--- src/rtl/key_emulator.sv ---
// key_emulator: synthetic active-low push-button line.
// One accepted start yields bounce-in, hold, bounce-out and a released gap.
module key_emulator #(
  parameter int CNT_W         = 16,
  parameter int HOLD_CYCLES   = 16,
  parameter int BOUNCE_CYCLES = 4,
  parameter int GAP_CYCLES    = 8
) (
  input  logic             clk,
  input  logic             rst,
  input  logic             start,
  input  logic [CNT_W-1:0] hold_len,
  output logic             key_n,
  output logic             busy,
  output logic             done,
  output logic [7:0]       press_cnt
);

  typedef enum logic [2:0] {
    IDLE,
    BOUNCE_IN,
    HOLD,
    BOUNCE_OUT,
    GAP
  } state_t;

  localparam logic BOUNCE_EN = (BOUNCE_CYCLES > 0);
  localparam logic GAP_EN    = (GAP_CYCLES > 0);

  localparam logic [CNT_W-1:0] B_LAST =
    CNT_W'(BOUNCE_EN ? BOUNCE_CYCLES - 1 : 0);
  localparam logic [CNT_W-1:0] G_LAST =
    CNT_W'(GAP_EN ? GAP_CYCLES - 1 : 0);
  localparam logic [CNT_W-1:0] H_DEF =
    CNT_W'(HOLD_CYCLES - 1);

  state_t           state;
  state_t           nstate;
  logic [CNT_W-1:0] cnt;
  logic [CNT_W-1:0] ncnt;
  logic [CNT_W-1:0] h_last;
  logic             accept;
  logic             finish;

  // Line level for a given phase and its counter LSB.
  function automatic logic key_of(state_t s, logic c0);
    logic k;
    k = 1'b1;
    unique case (s)
      BOUNCE_IN:  k = c0;
      HOLD:       k = 1'b0;
      BOUNCE_OUT: k = ~c0;
      default:    k = 1'b1;
    endcase
    return k;
  endfunction

  assign accept = (state == IDLE) && start;
  assign finish = (state != IDLE) && (nstate == IDLE);

  always_comb begin
    nstate = state;
    ncnt   = cnt + CNT_W'(1);
    unique case (state)
      IDLE: begin
        ncnt = '0;
        if (start) begin
          if (BOUNCE_EN) nstate = BOUNCE_IN;
          else           nstate = HOLD;
        end
      end
      BOUNCE_IN: begin
        if (cnt == B_LAST) begin
          nstate = HOLD;
          ncnt   = '0;
        end
      end
      HOLD: begin
        if (cnt == h_last) begin
          ncnt = '0;
          if (BOUNCE_EN)   nstate = BOUNCE_OUT;
          else if (GAP_EN) nstate = GAP;
          else             nstate = IDLE;
        end
      end
      BOUNCE_OUT: begin
        if (cnt == B_LAST) begin
          ncnt = '0;
          if (GAP_EN) nstate = GAP;
          else        nstate = IDLE;
        end
      end
      GAP: begin
        if (cnt == G_LAST) begin
          nstate = IDLE;
          ncnt   = '0;
        end
      end
      default: begin
        nstate = IDLE;
        ncnt   = '0;
      end
    endcase
  end

  // Outputs are derived from the next state so they line up with it.
  always_ff @(posedge clk) begin
    if (rst) begin
      state     <= IDLE;
      cnt       <= '0;
      h_last    <= H_DEF;
      key_n     <= 1'b1;
      busy      <= 1'b0;
      done      <= 1'b0;
      press_cnt <= 8'd0;
    end else begin
      state <= nstate;
      cnt   <= ncnt;
      if (accept) begin
        if (hold_len == '0) h_last <= H_DEF;
        else                h_last <= hold_len - CNT_W'(1);
      end
      key_n <= key_of(nstate, ncnt[0]);
      busy  <= (nstate != IDLE);
      done  <= finish;
      if (finish) press_cnt <= press_cnt + 8'd1;
    end
  end

endmodule

--- config.mk ---
export PLATFORM = sky130hd
export DESIGN_NAME = key_emulator
export DESIGN_NICKNAME = d
export VERILOG_FILES = /design/src/rtl/key_emulator.sv
export SDC_FILE = /design/constraint.sdc
export NUM_CORES = 1
export LEC_CHECK = 0
export ABC_AREA = 1
export BUFFER_PORTS_ARGS = -buffer_cell sky130_fd_sc_hd__buf_2
export CAP_MARGIN = 40
export CORE_MARGIN = 2
export CORE_UTILIZATION = 53
export DETAILED_ROUTE_END_ITERATION = 10
export PLACE_DENSITY = 0.77
export REMOVE_ABC_BUFFERS = 1
export SKIP_LAST_GASP = 1
export SLEW_MARGIN = 20
export SYNTH_ARGS = -nofsm -noshare
export SYNTH_HDL_FRONTEND = slang
export SYNTH_SLANG_ARGS = --single-unit
--- constraint.sdc ---
create_clock -name clk -period 2.9 [get_ports clk]
set_clock_uncertainty 0.05 [all_clocks]
set_input_delay 0.58 -clock clk [delete_from_list [all_inputs] [get_ports clk]]
set_output_delay 0.58 -clock clk [all_outputs]
set_load 0.01 [all_outputs]
After elaboration in Yosys (flattened, before gate mapping). Cells that the tools add are included.

$add $sub $neg: 3. Eq/ne operators: 10. Multiplexer cells: 12. Bitwise logic cells: 1. Reductions and logical operators: 8.

Operators with widths (count): $mux 16 (4); $pmux 16 s3 (1); $add 16x1->16 const B (1); $eq 16x16->1 (1); $eq 16x2->1 const B (1); $eq 16x3->1 const B (1); $logic_not 16->1 (1); $sub 16x1->16 const B (1); $mux 3 (5); $pmux 3 s5 (1); $eq 3x2->1 const B (4); $add 8x1->8 const B (1); $eq 3x1->1 const B (2); $logic_not 3->1 (2); $reduce_bool 3->1 (2); $eq 3x3->1 const B (1); $pmux 1 s3 (1); $logic_and 1x1->1 (2); $reduce_or 2->1 (1); $not 1->1 (1).

Bits in registers: 46. Input bits: 19. Output and inout bits: 11. Logic and storage cells: 41.

Depth between registers and ports, before layout.
Word-level depth: 5. Mapped depth: 13. Depth with buffers taken out: 13.

Worst setup path after synthesis. Ideal clock, no wire load.

Path kind: input to register. Start point: input hold_len[0]. End point: register h_last[14]. Library setup time: 71 ps. Arrival time: 1691 ps. Data required time: 2779 ps. Slack: 1089 ps. Stages on the path: 9. Buffers on the path: 0. Cells stage by stage: inv_1 -> ha_1 -> nand2_1 -> nor2_1 -> nand2_1 -> nor4_2 -> xor2_1 -> nand2_1 -> a21oi_1.

Longest elaborated chain between the ends: 2. Elaborated cells between the ends (all ways): 3. Classes of those cells: add/sub: 1; mux: 1; reduce/logical: 1.

Ends and longest elaborated chain: start: declaration (RTL line 12) `input logic [CNT_W-1:0] hold_len,`; $sub 16x1->16 or $logic_not 16->1 (tied branches) (RTL line 121, 120); $mux 16 (*) (RTL line 120) `if (hold_len == '0) h_last <= H_DEF;`; end signal: assignment (RTL line 121) `else h_last <= hold_len - CNT_W'(1);`; end: declaration (RTL line 41) `logic [CNT_W-1:0] h_last;`.

Every way passes the cells marked *; elsewhere a longest branch is shown, timed or not. A chain may end at the register's enable or synchronous reset.

Final worst setup path.
Start point: register cnt[0]. End point: register press_cnt[0].

Longest elaborated chain between the ends: 5. Elaborated cells between the ends (all ways): 10. Classes of those cells: eq/ne: 3; mux: 5; reduce/logical: 2.

Ends and longest elaborated chain: start: declaration (RTL line 39) `logic [CNT_W-1:0] cnt;`; start signal: assignment (RTL line 118) `cnt <= ncnt;`; $eq 16x3->1, or another cell as far along (RTL line 94) `if (cnt == G_LAST) begin`; $mux 3 (on tied branches); $pmux 3 s5 (*) (RTL line 64) `unique case (state)`; $logic_not 3->1 (*) (RTL line 59) `assign finish = (state != IDLE) && (nstate == IDLE);`; $logic_and 1x1->1 (*) (RTL line 59); end signal: assignment (RTL line 126) `if (finish) press_cnt <= press_cnt + 8'd1;`; end: declaration (RTL line 16) `output logic [7:0] press_cnt`.

Marked as above.

==> results.json <==
{
  "worstPathMaxFanout": 9,
  "critPathBufInv": 0,
  "coreArea_um2": 5110,
  "drt-wirelength-per-cell_um": 11.3,
  "arrival_ps": 1970,
  "synth_most_common_cell": "nand2_1",
  "rsz0062_at_grt": "false",
  "drt_pre_antenna_iters": 4,
  "peakVddDrop_mv": 0.308,
  "rows": 26,
  "p_per_area_nw_per_um2": 455,
  "hold_path_class": "reg -> reg",
  "die_y_um": 76.5,
  "max_cap_viol_count": 0,
  "synth-edff-count": 0,
  "fp.dieArea_um2": 5860,
  "grt_pass1_vias": 2273,
  "synth.distinct_cells": 36,
  "cts_tree": "built",
  "start_util_pct": 54.6,
  "startpoint": "cnt[0]",
  "path_depth": 10,
  "drive_gt1_share_pct": 22.2,
  "p_leak_nw": 1.36,
  "port_buffers": 29,
  "max_freq_mhz": 543,
  "async_reset_ff_share_pct": 0,
  "ios": 30,
  "fp.dieW_um": 76.5,
  "place_congestion": 0.877,
  "crit_type": "reg -> reg",
  "worst_r2r_endpoint": "press_cnt[0]",
  "rr_startpoint": "cnt[0]",
  "finalSetupTns_ps": 0,
  "cp_slowest_stage_delay_ps": 360,
  "yosysSeqAreaShare_pct": 33.0,
  "syn_avg_cell_area_um2": 6.83,
  "crit_end": "press_cnt[0]",
  "synth_area_um2": 2790,
  "endpoint_kind": "register",
  "critPathLaunchType": "register",
  "clkLatencyLatePin_ps": 300,
  "min_period_ps": 1840,
  "status": "completed",
  "path_cells": "ha_1 > nand3_1 > nor2_2 > nand2_2 > nand3_1 > nand3_1 > nor2_2 > nand3_4 > nand2_2 > a21oi_2",
  "vias": 2545,
  "worstMarginPinSlew_ps": 403,
  "ys_top_cells_by_area": "dfxtp_1 33%, nand2_1 12%, nor2_1 8.1%",
  "antenna_found_initial": 0,
  "total_power_mw": 1.44,
  "synth_seq_cells": 46,
  "grt_pass1_wl_mm": 10.1,
  "vias_per_cell": 4.97,
  "cts_setup_buffers": 0,
  "cts_root_buf": "clkbuf_8",
  "finalHoldViolCount": 0,
  "slew_viol_final": 0,
  "dr.first_iter.drc_count": 132,
  "yosysWarningCount": 0,
  "cts_max_path_buffers": 2,
  "ys.flop_type": "dfxtp_1",
  "ant_nets": 0,
  "numCtsBuffers": 5,
  "fin_crit_sh_pct": 63.5,
  "drc_errors": 0,
  "area_growth_syn_to_layout_pct": 13.2,
  "grt_overflow": 0,
  "final-setup-viol-count": 0,
  "maxSlewHeadroom_pct": 72.9,
  "hold_buffers": 0,
  "yosysTopAreaCell": "dfxtp_1",
  "synthCells": 408,
  "synth.top_cell.area_share_pct": 33.0,
  "hpwl_mm": 4.44,
  "grt_max_degree": 18,
  "grtUsageTotal_pct": 21.2,
  "synth_common_cells": "92 x nand2_1, 60 x nor2_1, 46 x dfxtp_1",
  "slowest_stage": "dfxtp_1",
  "fin_nets": 464,
  "wl_mm": 5.79,
  "required_ps": 3030,
  "crit_top_cell": "nand3_1",
  "numClockSinks": 46,
  "cts_resized": 0,
  "h-tree-depth": 2,
  "antenna_cells": 0,
  "critPathTopFamily": "simple AND/OR/NAND/NOR gates",
  "clkTransAtPathRegs_ps": 90,
  "rrSetupSlack_ps": 1060,
  "reg2reg_depth": 10
}
-- final cells by class --
| cell class | instances | area, µm² |
|---|---|---|
| Clock buffer | 6 | 82.6 |
| Tap cell | 70 | 87.6 |
| Clock inverter | 2 | 60.1 |
| Timing Repair Buffer | 31 | 160 |
| Multi-Input combinational cell | 301 | 1630 |
| Sequential cell | 46 | 921 |
| Inverter | 56 | 210 |
| Fill cell | 474 | 1950 |
-- sequential cells by signal, indices dropped and copies added (netlist names) --
register	cells
cnt	16
busy	1
press_cnt	8
state	3
h_last	16
done	1
key_n	1
-- power by group --
group | total (mW) | switching, mW | leakage [nW] | internal (mW)
clock network | 0.589 | 0.222 | 0.0714 | 0.368
logic | 0.173 | 0.108 | 0.911 | 0.0656
registers | 0.672 | 0.0193 | 0.374 | 0.653
total | 1.44 | 0.349 | 1.36 | 1.09
-- per-stage QoR --
stage	area [µm²]	worst slack [ps]	instances	util, %	hold slack [ps]
6_report	3160	1060	512	61.8	444
5_1_grt	3160	922	512	61.8	465
4_1_cts	3160	1060	512	61.8	448
3_5_place_dp	3010	843	504	59.0	434
3_3_place_gp	3010	908	504	59.0	428
2_1_floorplan	2770	1090	403	-	402
-- cell usage in the layout (no fill, tap or decap), types with 2 or more instances in the layout --
cell	instances
inv_2	15
buf_4	2
or2_2	2
bufinv_16	2
inv_1	40
nor2_1	60
clkbuf_8	6
nor3_1	9
nor2_4	2
nor3b_1	3
nand3_2	2
nor3_2	2
dfxtp_1	46
xor2_1	23
nand2_2	12
nand2_4	2
nand4_1	4
a22oi_1	2
o22ai_1	3
xnor2_1	2
o21ai_1	4
a21oi_1	16
ha_1	4
buf_2	29
nand2_1	92
a21oi_2	8
o21ai_0	5
nor2_2	8
nand3_1	28
-- how the worst min path moves through the flow --
| stage | cells after the start | start | end | slack, ps |
|---|---|---|---|---|
| floorplan | 2 | h_last[11] | h_last[11] | 400 |
| global placement | 2 | h_last[5] | h_last[5] | 430 |
| detailed placement | 2 | h_last[6] | h_last[6] | 430 |
| CTS | 2 | h_last[5] | h_last[5] | 450 |
| global route | 2 | h_last[14] | h_last[14] | 470 |
| finish | 2 | h_last[5] | h_last[5] | 440 |
-- metal layers --
layer  up-vias  global-route usage (%)  wire length (µm)
met5         -                       0                 0
met4         0                    7.27                81
met3        10                    4.03               199
met2        46                    34.8              2590
met1      1140                    28.1              2910
li1       1349                       -                 -
-- tightest hold or removal path: stages, from the launching register on --
cell     delay [ps]
dfxtp_1         340
nand2_1          70
a21oi_1          50
-- logic make-up after synthesis --
kind of cell               after synthesis  share of synthesized area [%]
and+or+nand+nor                        232                           39.9
buffers and inverters                   61                           8.35
DFF                                     46                           33.0
AOI/OAI and AO/OA                       40                           9.11
xor gates and xnor gates                25                           7.85
adders and majority gates                4                           1.80
Note: power is estimated with default switching activity, not from simulation.
